<file path="config.mk">
export PLATFORM = sky130hd
export DESIGN_NAME = reg_writeback_flat
export DESIGN_NICKNAME = d
export VERILOG_FILES = /design/src/rtl/reg_writeback_pkg.sv /design/src/rtl/reg_writeback_if.sv /design/src/rtl/reg_writeback_fifo.sv /design/src/rtl/reg_writeback.sv /design/src/flat_wrapper.sv
export SDC_FILE = /design/constraint.sdc
export NUM_CORES = 1
export LEC_CHECK = 0
export CORE_ASPECT_RATIO = 1.2
export CORE_MARGIN = 2
export CORE_UTILIZATION = 50
export DETAILED_ROUTE_END_ITERATION = 10
export GPL_ROUTABILITY_DRIVEN = 0
export PLACE_DENSITY = 0.79
export SYNTH_ARGS = -nofsm -noshare
export SYNTH_HDL_FRONTEND = slang
export SYNTH_SLANG_ARGS = --single-unit
export TNS_END_PERCENT = 100
</file>
<file path="constraint.sdc">
create_clock -name clk -period 3.5 [get_ports clk]
set_input_delay 0.35 -clock clk [delete_from_list [all_inputs] [get_ports clk]]
set_output_delay 0.35 -clock clk [all_outputs]
set_load 0.02 [all_outputs]
</file>
<file path="src/rtl/reg_writeback_pkg.sv">
// Shared types and helpers for the register writeback stage.
package wb_pkg;

    localparam int unsigned XLEN  = 32;
    localparam int unsigned NREGS = 32;
    localparam int unsigned RD_W  = $clog2(NREGS);

    // One buffered register write: destination and value.
    typedef struct packed {
        logic [RD_W-1:0] rd;
        logic [XLEN-1:0] data;
    } wb_req_t;

    // One-hot store strobe for a destination register.
    function automatic logic [NREGS-1:0] onehot_rd(input logic [RD_W-1:0] rd);
        return NREGS'(1) << rd;
    endfunction

endpackage

</file>
<file path="src/rtl/reg_writeback_if.sv">
// Request/writeback bus of the register writeback stage.
// slave: the writeback stage; master: the ALU/load-unit/register side.
interface reg_writeback_if
    import wb_pkg::*;
#(
    parameter int unsigned DEPTH = 4
);
    localparam int unsigned CNT_W = $clog2(DEPTH) + 1;

    logic             alu_valid;
    logic             alu_ready;
    logic [RD_W-1:0]  alu_rd;
    logic [XLEN-1:0]  alu_data;
    logic             ld_valid;
    logic             ld_ready;
    logic [RD_W-1:0]  ld_rd;
    logic [XLEN-1:0]  ld_data;
    logic             hold;
    logic [NREGS-1:0] store;
    logic [XLEN-1:0]  data;
    logic [NREGS-1:0] pending;
    logic [CNT_W-1:0] count;

    modport slave (
        input  alu_valid, alu_rd, alu_data, ld_valid, ld_rd, ld_data, hold,
        output alu_ready, ld_ready, store, data, pending, count
    );

    modport master (
        output alu_valid, alu_rd, alu_data, ld_valid, ld_rd, ld_data, hold,
        input  alu_ready, ld_ready, store, data, pending, count
    );

endinterface

</file>
<file path="src/rtl/reg_writeback_fifo.sv">
// wb_fifo: synchronous FIFO of wb_req_t with occupancy and entry visibility.
// DEPTH must be a power of two >= 2 so pointers wrap naturally.
module wb_fifo
    import wb_pkg::*;
#(
    parameter int unsigned DEPTH = 4
) (
    input  logic                  clk,
    input  logic                  reset,
    input  logic                  i_push,
    input  wb_req_t               i_wdata,
    input  logic                  i_pop,
    output wb_req_t               o_head,
    output logic                  o_full,
    output logic                  o_empty,
    output logic [$clog2(DEPTH):0] o_count,
    output wb_req_t [DEPTH-1:0]   o_mem,
    output logic [DEPTH-1:0]      o_valid
);
    localparam int unsigned PTR_W = $clog2(DEPTH);
    localparam int unsigned CNT_W = PTR_W + 1;

    wb_req_t [DEPTH-1:0] r_mem;
    logic [PTR_W-1:0]    r_wr_ptr;
    logic [PTR_W-1:0]    r_rd_ptr;
    logic [CNT_W-1:0]    r_count;
    logic                w_push;
    logic                w_pop;

    assign o_full  = (r_count == CNT_W'(DEPTH));
    assign o_empty = (r_count == '0);
    assign w_push  = i_push && !o_full;
    assign w_pop   = i_pop && !o_empty;
    assign o_head  = r_mem[r_rd_ptr];
    assign o_count = r_count;
    assign o_mem   = r_mem;

    // Pointer and occupancy tracking.
    always_ff @(posedge clk) begin
        if (reset) begin
            r_wr_ptr <= '0;
            r_rd_ptr <= '0;
            r_count  <= '0;
        end else begin
            if (w_push) r_wr_ptr <= r_wr_ptr + PTR_W'(1);
            if (w_pop)  r_rd_ptr <= r_rd_ptr + PTR_W'(1);
            r_count <= r_count + CNT_W'(w_push) - CNT_W'(w_pop);
        end
    end

    // Entry storage; contents are don't-care until marked valid.
    always_ff @(posedge clk) begin
        if (w_push) r_mem[r_wr_ptr] <= i_wdata;
    end

    // An entry is live when its distance from the read pointer is below count.
    always_comb begin
        o_valid = '0;
        for (int i = 0; i < DEPTH; i++) begin
            o_valid[i] = CNT_W'(PTR_W'(PTR_W'(i) - r_rd_ptr)) < r_count;
        end
    end

endmodule

</file>
<file path="src/rtl/reg_writeback.sv">
// reg_writeback: arbitrates ALU/load writes into a FIFO and drains one write
// per cycle as a one-hot store strobe plus data, exporting a pending mask.
// Optional macro REG_WRITEBACK_BYPASS_EN: a write accepted while the FIFO is
// empty and hold is low skips the FIFO and strobes one edge earlier.
module reg_writeback
    import wb_pkg::*;
#(
    parameter int unsigned DEPTH = 4
) (
    input  logic         clk,
    input  logic         reset,
    reg_writeback_if.slave bus
);
    localparam int unsigned CNT_W = $clog2(DEPTH) + 1;

    logic                w_full;
    logic                w_empty;
    logic                w_ld_acc;
    logic                w_alu_acc;
    logic                w_wr;
    logic                w_pop;
    logic                w_push;
    logic                w_byp;
    wb_req_t             w_req;
    wb_req_t             w_head;
    wb_req_t [DEPTH-1:0] w_fifo_mem;
    logic [DEPTH-1:0]    w_fifo_valid;
    logic [CNT_W-1:0]    w_count;
    logic [NREGS-1:0]    w_fifo_mask;
    logic [NREGS-1:0]    r_store;
    logic [XLEN-1:0]     r_data;
    logic [NREGS-1:0]    r_pending;

    // Ready depends only on registered occupancy; load unit has priority.
    assign bus.ld_ready  = !w_full;
    assign bus.alu_ready = !w_full && !bus.ld_valid;
    assign w_ld_acc      = bus.ld_valid && !w_full;
    assign w_alu_acc     = bus.alu_valid && !w_full && !bus.ld_valid;

    // Select the winning request payload.
    always_comb begin
        w_req.rd   = bus.alu_rd;
        w_req.data = bus.alu_data;
        if (bus.ld_valid) begin
            w_req.rd   = bus.ld_rd;
            w_req.data = bus.ld_data;
        end
    end

    // Writes to x0 complete the handshake but are dropped here.
    assign w_wr  = (w_ld_acc || w_alu_acc) && (w_req.rd != '0);
    assign w_pop = !bus.hold && !w_empty;
`ifdef REG_WRITEBACK_BYPASS_EN
    assign w_byp = w_wr && w_empty && !bus.hold;
`else
    assign w_byp = 1'b0;
`endif
    assign w_push = w_wr && !w_byp;

    wb_fifo #(.DEPTH(DEPTH)) u_fifo (
        .clk     (clk),
        .reset   (reset),
        .i_push  (w_push),
        .i_wdata (w_req),
        .i_pop   (w_pop),
        .o_head  (w_head),
        .o_full  (w_full),
        .o_empty (w_empty),
        .o_count (w_count),
        .o_mem   (w_fifo_mem),
        .o_valid (w_fifo_valid)
    );

    // Destinations currently buffered in the FIFO.
    always_comb begin
        w_fifo_mask = '0;
        for (int i = 0; i < DEPTH; i++) begin
            if (w_fifo_valid[i]) w_fifo_mask = w_fifo_mask | onehot_rd(w_fifo_mem[i].rd);
        end
    end

    // Output stage and pending mask. Next pending = buffered entries plus the
    // incoming write; a popped head moves into the output stage and stays pending.
    always_ff @(posedge clk) begin
        if (reset) begin
            r_store   <= '0;
            r_data    <= '0;
            r_pending <= '0;
        end else begin
            r_store   <= '0;
            r_pending <= w_fifo_mask | (w_wr ? onehot_rd(w_req.rd) : '0);
            if (w_pop) begin
                r_store <= onehot_rd(w_head.rd);
                r_data  <= w_head.data;
            end else if (w_byp) begin
                r_store <= onehot_rd(w_req.rd);
                r_data  <= w_req.data;
            end
        end
    end

    assign bus.store   = r_store;
    assign bus.data    = r_data;
    assign bus.pending = r_pending;
    assign bus.count   = w_count;

endmodule

</file>
<file path="src/flat_wrapper.sv">
// flat-port wrapper written by rule: the top's interface ports become plain ports
module reg_writeback_flat import wb_pkg::*;
#(
    parameter int unsigned DEPTH = 4
)
  (clk, reset, bus_alu_valid, bus_alu_rd, bus_alu_data, bus_ld_valid, bus_ld_rd, bus_ld_data, bus_hold, bus_alu_ready, bus_ld_ready, bus_store, bus_data, bus_pending, bus_count);
  reg_writeback_if #(.DEPTH(DEPTH)) bus_i ();
  input  logic clk;
  input  logic reset;
  input wire logic [$bits(bus_i.alu_valid)-1:0] bus_alu_valid;
  input wire logic [$bits(bus_i.alu_rd)-1:0] bus_alu_rd;
  input wire logic [$bits(bus_i.alu_data)-1:0] bus_alu_data;
  input wire logic [$bits(bus_i.ld_valid)-1:0] bus_ld_valid;
  input wire logic [$bits(bus_i.ld_rd)-1:0] bus_ld_rd;
  input wire logic [$bits(bus_i.ld_data)-1:0] bus_ld_data;
  input wire logic [$bits(bus_i.hold)-1:0] bus_hold;
  output wire logic [$bits(bus_i.alu_ready)-1:0] bus_alu_ready;
  output wire logic [$bits(bus_i.ld_ready)-1:0] bus_ld_ready;
  output wire logic [$bits(bus_i.store)-1:0] bus_store;
  output wire logic [$bits(bus_i.data)-1:0] bus_data;
  output wire logic [$bits(bus_i.pending)-1:0] bus_pending;
  output wire logic [$bits(bus_i.count)-1:0] bus_count;
  assign bus_i.alu_valid = bus_alu_valid;
  assign bus_i.alu_rd = bus_alu_rd;
  assign bus_i.alu_data = bus_alu_data;
  assign bus_i.ld_valid = bus_ld_valid;
  assign bus_i.ld_rd = bus_ld_rd;
  assign bus_i.ld_data = bus_ld_data;
  assign bus_i.hold = bus_hold;
  assign bus_alu_ready = bus_i.alu_ready;
  assign bus_ld_ready = bus_i.ld_ready;
  assign bus_store = bus_i.store;
  assign bus_data = bus_i.data;
  assign bus_pending = bus_i.pending;
  assign bus_count = bus_i.count;
  reg_writeback #(.DEPTH(DEPTH)) u_core (.clk(clk), .reset(reset), .bus(bus_i));
endmodule
</file>
After elaboration in Yosys (flattened, before gate mapping)
Index checks and enable logic that the tools add are counted.
{"block": "totals", "regBits": 251, "latch_bits": 0, "ram_bits": 0, "mem_bits_ro": 0, "input_bits": 79, "output_inout_bits": 101, "mem_count": 0}
{"block": "op_classes", "add_sub_neg": 8, "mul": 0, "div_mod_pow": 0, "magnitude_cmp": 7, "eq_ne": 1, "shift": 6, "n_mux": 11, "bitwise_logic": 5, "reduce_logical": 17}
{"op": "$shl 1x5->32 const A", "n": 6}
{"op": "$mux 32", "n": 5}
{"op": "$bwmux 148", "n": 1}
{"op": "$or 32x32->32", "n": 4}
{"op": "$mux 37", "n": 3}
{"op": "$bmux 37 s2", "n": 1}
{"op": "$demux 37 s2", "n": 1}
{"op": "$lt 2x3->1", "n": 4}
{"op": "$logic_and 1x1->1", "n": 9}
{"op": "$lt 2x3->1 const B", "n": 2}
{"op": "$reduce_bool 5->1", "n": 1}
{"op": "$add 2x1->2 const B", "n": 2}
{"op": "$logic_not 1->1", "n": 4}
{"op": "$sub 1x2->2 const A", "n": 2}
{"op": "$sub 2x2->2 const A", "n": 2}
{"op": "$add 3x1->3", "n": 1}
{"op": "$eq 3x3->1 const B", "n": 1}
{"op": "$logic_not 3->1", "n": 1}
{"op": "$sub 3x1->3", "n": 1}
{"op": "$ge 2x1->1 const B", "n": 1}
{"op": "$reduce_or 2->1", "n": 1}
{"op": "$logic_or 1x1->1", "n": 1}
{"op": "$not 1->1", "n": 1}

Longest topological paths before layout
{"block": "logic_depth", "ltp_word": 10, "depth_mapped": 13, "mapped_depth_nobuf": 12}

Cells and area by module
From an unflattened synthesis, not the netlist that was laid out.
{"block": "hier_totals", "cells_unflattened": 825, "hier_area_um2": 10625.2}
{"module": "wb_fifo", "n_inst": 1, "cells_per_inst": 258, "area_per_inst_um2": 5984.5, "seq_area_each_um2": 4584.4}
{"module": "reg_writeback", "n_inst": 1, "cells_per_inst": 567, "area_per_inst_um2": 4640.7, "seq_area_each_um2": 1921.8}

Worst setup path after synthesis
OpenSTA, ideal clock, no wires.
{"block": "synth_path", "kind": "reg2reg", "from": "register u_core.u_fifo.r_count[0] (netlist: u_core.u_fifo.o_count[0])", "to": "register u_core.u_fifo.r_count[2] (netlist: u_core.u_fifo.o_count[2])", "setup_ps": 128, "t_arrival_ps": 2566, "required_ps": 3372, "path_slack_ps": 806, "path_stages_with_launch": 14, "path_buffers": 2, "cell_sequence": "dfxtp_1 nor3_2 or2_1 buf_2 inv_2 buf_4 ha_1 inv_1 ha_1 inv_1 fa_1 xor2_1 xnor2_1 nor2_1"}
{"element": "start, declared", "line": "reg_writeback_fifo.sv:26", "text": "logic [CNT_W-1:0] r_count;"}
{"element": "start signal, assigned", "line": "reg_writeback_fifo.sv:47", "text": "r_count <= r_count + CNT_W'(w_push) - CNT_W'(w_pop);"}
{"element": "$logic_not 3->1", "line": "reg_writeback_fifo.sv:31", "text": "assign o_empty = (r_count == '0);"}
{"element": "$logic_not 1->1", "line": "reg_writeback.sv:52", "text": "assign w_pop = !bus.hold && !w_empty;"}
{"element": "$logic_and 1x1->1", "line": "reg_writeback.sv:52"}
{"element": "via u_core.u_fifo.i_pop", "line": "reg_writeback_fifo.sv:12", "text": "input logic i_pop,"}
{"element": "$logic_and 1x1->1", "line": "reg_writeback_fifo.sv:33", "text": "assign w_pop = i_pop && !o_empty;"}
{"element": "$sub 3x1->3", "line": "reg_writeback_fifo.sv:47"}
The timed path passes the listed nets, and every way through them passes these cells.
A chain may end at the register's enable or synchronous reset.

Worst setup path in the final report
{"block": "layout_path", "from": "register u_core.u_fifo.r_count[2] (netlist: u_core.u_fifo.o_count[2])", "to": "register u_core.u_fifo.r_count[2] (netlist: u_core.u_fifo.o_count[2])"}
{"block": "layout_between", "elab_chain_len": 9}
{"element": "$eq 3x3->1", "line": "reg_writeback_fifo.sv:30", "text": "assign o_full = (r_count == CNT_W'(DEPTH));"}
{"element": "$logic_not 1->1", "line": "reg_writeback_fifo.sv:32, reg_writeback.sv:37, reg_writeback.sv:38"}
{"element": "$logic_and 1x1->1 (2 in series)", "line": "reg_writeback.sv:38", "text": "assign w_alu_acc = bus.alu_valid && !w_full && !bus.ld_valid;"}
{"element": "$logic_or 1x1->1", "line": "reg_writeback.sv:51", "text": "assign w_wr = (w_ld_acc || w_alu_acc) && (w_req.rd != '0);"}
{"element": "$logic_and 1x1->1", "line": "reg_writeback.sv:51"}
{"element": "$logic_and 1x1->1", "line": "reg_writeback_fifo.sv:32", "text": "assign w_push = i_push && !o_full;"}
{"element": "$add 3x1->3", "line": "reg_writeback_fifo.sv:47"}
{"element": "$sub 3x1->3 (*)", "line": "reg_writeback_fifo.sv:47"}
Mark *: on every way between the ends. The rest lies on a longest branch, timed or not.

==> results.py <==
metrics = {
    "clock_network": {
        "cts_tree": "yes",
        "hold_buffers": 0,
        "post_cts_buffers": 0,
        "cts_resized": 0,
        "cts_max_level": 1,
        "clock_tree.root_cell": "clkbuf_16",
        "cts_sinks": 251,
        "clk_pin_slew_ns": 0.06,
        "clockBufferDepth": 3,
        "cts_buffers": 24,
        "clock_latency_ns": 0.52,
    },
    "timing": {
        "rsz0062_at_grt": "no",
        "maxClockFrequency_mhz": 385,
        "slew_viol_final": 0,
        "max_slew_margin_pct": 33.1,
        "worst_slack_ns": 0.900,
        "worst_pin_slew_ns": 1.00,
        "hold_viol": 0,
        "finClkSkew_ns": 0.0172,
        "period_minus_slack_ns": 2.60,
        "setup_tns_ns": 0,
        "finalCritPeriodShare_pct": 74.3,
        "setup_viol": 0,
    },
    "finish": {
        "n_fill_cell": 1553,
        "final_nets": 1067,
        "utilization_pct": 64.4,
        "multi_input_area_um2": 3910,
        "register_area_um2": 6510,
        "drive_above_1_share_pct": 15.7,
        "area_delta_synth_final_pct": 26.2,
    },
    "job": {
        "cap_violations": 0,
    },
    "pwr": {
        "vdd_drop_max_mv": 0.423,
        "swShare_pct": 32.2,
        "intPower_w": 0.00636,
        "clock_power_share_pct": 27.4,
        "power_frac_seq_pct": 42.6,
        "combPwrFrac_pct": 30.0,
        "p_switching_w": 0.00302,
        "p_per_area_nw_per_um2": 695,
        "p_leak_nw": 4.37,
    },
    "grt": {
        "grt_pass1_vias": 7164,
        "grt_max_degree": 58,
        "antenna_found_initial": 0,
        "grt-ovfl-total": 0,
        "grtUsageTotal_pct": 22.5,
        "grt_pass1_wl_mm": 38.8,
    },
    "synthesis": {
        "ys_warn_count": 0,
        "synthTopCellsByArea": "edfxtp_1 42%, dfxtp_1 19%, mux4_2 7.8%",
        "yosysTopAreaCellShare_pct": 41.6,
        "synth-seq-cells": 251,
        "syn_inst": 800,
        "synth_area_leader_cell": "edfxtp_1",
        "syn_area_um2": 10700,
        "yosysMostFrequentCell": "edfxtp_1",
        "synth.distinct_cells": 52,
        "synth_edf_count": 148,
        "synth_common_cells": "148 x edfxtp_1, 104 x nand2_1, 103 x dfxtp_1",
        "avgSynthCellArea_um2": 13.4,
        "async_reset_ff_share_pct": 0,
        "seq_area_frac_synth_pct": 60.8,
        "synth_flop_cell": "edfxtp_1",
        "syn_nets": 890,
    },
    "routing": {
        "vias_per_cell": 5.88,
        "wl_mm": 25.4,
        "drt_first_pass_iters": 6,
        "vias": 7438,
        "ant_nets": 0,
        "drt_iter0_markers": 940,
        "wl_per_cell_um": 20.0,
        "drc_errors": 0,
    },
    "setup_path": {
        "cp_max_fo": 12,
        "worstSetupPathType": "register to register",
        "worstSetupStartpointType": "register",
        "end_kind": "register",
        "worstPathRequired_ns": 3.89,
        "cp.arrival_ns": 2.99,
    },
    "placement": {
        "place.port_buffers": 179,
        "dp_slack_ns": 0.495,
        "hpwl_mm": 16.6,
    },
    "floorplanning": {
        "die_y_um": 164,
        "io_pins": 180,
        "core_um2": 21000,
        "die_w_um": 137,
        "dieArea_um2": 22600,
        "fp-row-count": 58,
        "start_util_pct": 51.0,
    },
    "outcome": {
        "status": "completed",
    },
    "min_path": {
        "hp-class": "primary input to register",
    },
}
==> final cells by class <==
type,count,area share [%]
antenna,1,0.0185
clock buffer,33,5.24
clock inverter,11,0.714
inverter,19,0.528
multi-input combinational,491,28.9
sequential,251,48.2
tap,270,2.50
timing repair buffer,190,13.8
==> logic make-up (layout without fill, tap and decap cells) <==
| logic type | count (synthesis) | in the layout | synth area share (%) |
|---|---|---|---|
| AND/OR/NAND/NOR | 253 | 253 | 11.8 |
| flip-flops | 251 | 251 | 60.8 |
| other | 0 | 1 | 0 |
| XOR/XNOR | 5 | 5 | 0.410 |
| adder cells (fa/ha/maj) | 11 | 11 | 1.36 |
| AO/OA/AOI/OAI | 150 | 150 | 11.3 |
| multiplexers | 72 | 72 | 11.6 |
| buffers and inverters | 58 | 253 | 2.66 |
==> per-stage QoR <==
step | power, W | std cells | hold slack, ns | area, µm²
6_report | 0.00938 | 1266 | 0.244 | 13500
3_3_place_gp | 0.00680 | 1221 | 0.443 | 12700
3_5_place_dp | 0.00686 | 1221 | 0.446 | 12700
2_1_floorplan | 0.00592 | 800 | 0.482 | 10700
4_1_cts | 0.00944 | 1265 | 0.223 | 13500
5_1_grt | 0.00981 | 1265 | 0.256 | 13500
==> cell usage in the layout (no fill, tap or decap), types with 4 or more instances in the layout <==
| master | count |
|---|---|
| a32oi_1 | 23 |
| inv_1 | 17 |
| nor3b_1 | 7 |
| nor2_1 | 62 |
| nand2_1 | 104 |
| clkdlybuf4s50_1 | 177 |
| o22ai_1 | 4 |
| a21oi_1 | 33 |
| nand3_1 | 8 |
| clkbuf_16 | 26 |
| nand2b_1 | 21 |
| nor3_1 | 14 |
| clkinv_1 | 4 |
| mux2_2 | 33 |
| dfxtp_1 | 101 |
| buf_4 | 11 |
| a22oi_1 | 41 |
| a2111oi_4 | 6 |
| mux4_2 | 37 |
| edfxtp_1 | 148 |
| a31oi_1 | 31 |
| xnor2_1 | 4 |
| and2_2 | 4 |
| clkbuf_1 | 4 |
| ha_1 | 10 |
| nor2b_1 | 6 |
==> critical path, stage by stage, from the launching register on <==
cell and delay (ns):
dfxtp_1 0.61, nor3b_4 0.46, a311oi_2 0.08, inv_1 0.10, ha_1 0.24, inv_1 0.06
ha_1 0.12, inv_1 0.05, fa_1 0.37, xor2_1 0.18, xnor2_1 0.14, nor2_1 0.06
==> registers in the layout, indices dropped and copies added, names as in the netlist <==
register	count
u_core.u_fifo.r_rd_ptr	2
u_core.bus.pending	32
u_core.u_fifo.r_wr_ptr	2
u_core.u_fifo.o_mem	148
u_core.u_fifo.o_count	3
u_core.bus.data	32
u_core.bus.store	32
==> power by group through the flow <==
stage               Clock (W)  Sequential [W]  Combinational (W)
floorplan                   0         0.00412            0.00180
detailed placement          0         0.00405            0.00281
CTS                   0.00262         0.00399            0.00282
global route          0.00273         0.00405            0.00302
global placement            0         0.00402            0.00278
finish                0.00257         0.00399            0.00281
==> metal layers <==
| metal | track usage (%) | part of all wire [%] |
|---|---|---|
| met5 | 0 | 0 |
| met4 | 8.81 | 3.9 |
| met3 | 3.73 | 8.3 |
| met2 | 37.6 | 49 |
| met1 | 29.4 | 39 |
==> worst paths after layout <==
check	startpoint	to	slack, ns	cells after the start
worst max-delay path	u_core.u_fifo.o_count[2]	u_core.u_fifo.o_count[2]	0.90	11
worst min-delay path	reset	u_core.u_fifo.o_count[1]	0.24	2
worst min register to register	u_core.bus.data[6]	u_core.bus.data[6]	0.45	2
worst max register to register	u_core.u_fifo.o_count[2]	u_core.u_fifo.o_count[2]	0.90	11
Power figures use the tool's default switching activity.
==> patch, RTL diff (same settings) <==
Reset style: asynchronous (`reset`), changed in 2 clocked blocks.
--- a/src/rtl/reg_writeback_fifo.sv
+++ b/src/rtl/reg_writeback_fifo.sv
@@ -37,5 +37,5 @@
 
     // Pointer and occupancy tracking.
-    always_ff @(posedge clk) begin
+    always_ff @(posedge clk or posedge reset) begin
         if (reset) begin
             r_wr_ptr <= '0;
--- a/src/rtl/reg_writeback.sv
+++ b/src/rtl/reg_writeback.sv
@@ -82,5 +82,5 @@
     // Output stage and pending mask. Next pending = buffered entries plus the
     // incoming write; a popped head moves into the output stage and stays pending.
-    always_ff @(posedge clk) begin
+    always_ff @(posedge clk or posedge reset) begin
         if (reset) begin
             r_store   <= '0;
Behaviour: differs if reset is asserted again (counterexample within 4 cycles, from zero or initial values and one cycle with reset high); with reset held inactive, the same outputs for 4 cycles.
==> patch against the unedited design <==
  * The run now ends with design-rule violations left
  * Total power rose by 25%
  * Setup slack got worse by 0.056 ns
  * Synthesized area rose by 3.8%
  * Combinational power rose by 66%
  * Sequential cell count did not move
  * Non-clock buffer count rose by 10
  * Hold slack improved by 0.20 ns
  * Cell area rose by 4.1%
  * Routed wire length fell by 0.89%
  * Synthesized cell count fell by 4.9%
  * Largest cell class unchanged
  * Largest power group is now combinational logic
  * Highest routed layer unchanged
==> patch: results (changes against the unedited design) <==
place.port_buffers: 179  # unchanged
yosys-top-cells-area: "edfxtp_1 40%, dfrtp_1 23%, mux4_2 7.5%"
n_fill_cell: 1548  # -0.32%
synthXorXnorAreaFrac_pct: 0.474  # +0.064 points
root_buffer: "clkbuf_16"
crit_path_max_fanout: 12  # unchanged
antenna_found_initial: 0  # unchanged
syn_avg_cell_area_um2: 14.6  # +9.1%
synthTopCellsByCount: "148 x edfxtp_1, 103 x dfrtp_1, 70 x nand3_1"
use_met3_pct: 3.52  # -0.22 points
cts_setup_buffers: 0  # unchanged
dr_wl_met3_um: 2040  # -3.3%
diodes: 0  # -1
wl_met2_um: 12500  # +0.51%
slowest_delay_ns: 0.65  # +0.04 ns
holdBufCountCts: 0  # unchanged
grt_max_degree: 90  # +55%
synth_mux_area_share_pct: 14.6  # +3.0 points
synth_cell_types: 53  # +1.9%
synth_edf_count: 148  # unchanged
cp_slowest_cell: "clkdlybuf4s50_1"
met1_usage_pct: 29.0  # -0.37 points
clock_latency_ns: 0.52  # about the same
ir_worst_vdd_mv: 0.434  # +2.5%
clkTransAtPathRegs_ns: 0.06  # about the same
violations: "design-rule violations"
finClkSkew_ns: 0.00838  # -0.00881 ns
cts_resized: 0  # unchanged
cp_top_family: "buffers and inverters"
h-tree-depth: 1  # unchanged
viasPerCell: 5.93  # +1.0%
wl_met1_um: 9880  # +0.86%
grt_pass1_wl_um: 40300  # +3.7%
p_leak_uw: 0.00517  # +18%
slew_headroom_pct: 27.6  # -5.6 points
nets: 1043  # -2.2%
dp_cells: 1201  # -1.6%
status: "finished, violations left"
top_layer: "met4"
hp-class: "input port to asynchronous set/reset pin"
synthAdderAreaFrac_pct: 1.31  # -0.050 points
wl_um: 25100  # -0.89%
yosysSeqAreaShare_pct: 63.3  # +2.4 points
hpwl_um: 17200  # +3.9%
async_flop_share_pct: 41.0  # +41 points
drtIter0Drc: 898  # -4.5%
grt_usage_pct: 21.8  # -0.72 points
layout-drive-gt1-share_pct: 20.2  # +4.5 points
firstDrtPassIters: 9  # +3
largest_reg_flops: 148  # unchanged
critPathArrivalTime_ns: 2.31  # -0.68 ns
synth_fp_nets: 851  # -4.4%
vias: 7389  # -0.66%
place_ws_ns: 0.466  # -0.0281 ns
synth-compound-area-share_pct: 4.52  # -6.8 points
worstRegToRegCells: 11  # unchanged
drc: 12  # +12
use_met2_pct: 37.2  # -0.45 points
grt_pass1_vias: 7281  # +1.6%
==> patch: worst register-to-register path, cell delays in order, from the launching register on <==
cell and delay [ns]:
dfrtp_1 0.51, nor3b_2 0.22, buf_4 0.18, a211oi_2 0.31, inv_1 0.09, ha_1 0.30
inv_1 0.06, ha_1 0.13, inv_1 0.05, fa_1 0.37, xnor2_1 0.15, xnor2_1 0.14
==> patch: worst paths after layout <==
path	startpoint	to	slack [ns]
max	u_core.u_fifo.o_count[2]$_DFF_PP0_	bus_alu_ready	0.84
min	reset	u_core.bus.store[4]$_DFF_PP0_	0.44
max reg2reg	u_core.u_fifo.o_count[2]$_DFF_PP0_	u_core.u_fifo.o_count[2]$_DFF_PP0_	0.88
min reg2reg	u_core.bus.data[16]$_DFFE_PP0P_	u_core.bus.data[16]$_DFFE_PP0P_	0.50
max in group asynchronous	reset	u_core.bus.data[24]$_DFFE_PP0P_	2.23
min in group clk	bus_ld_valid	u_core.bus.pending[22]$_DFF_PP0_	0.48
==> patch: area by class of cell <==
type | count | area share (%)
sequential | 251 | 50.0
multi-input combinational | 460 | 27.4
timing repair buffer | 200 | 14.2
clock inverter | 15 | 1.17
tap | 274 | 2.44
clock buffer | 29 | 4.41
inverter | 16 | 0.445
==> patch: through the flow <==
stage	util (%)	instance area, um2
6_report	64.5	14100
5_1_grt	64.5	14100
4_1_cts	64.5	14100
3_5_place_dp	60.9	13300
3_3_place_gp	60.9	13300
2_1_floorplan	-	11100
==> patch: report_power, final <==
part / switching [uW] / total, uW / internal, uW
Sequential: 430 / 4550 / 4120
Combinational: 2590 / 4660 / 2070
Clock: 1060 / 2550 / 1490
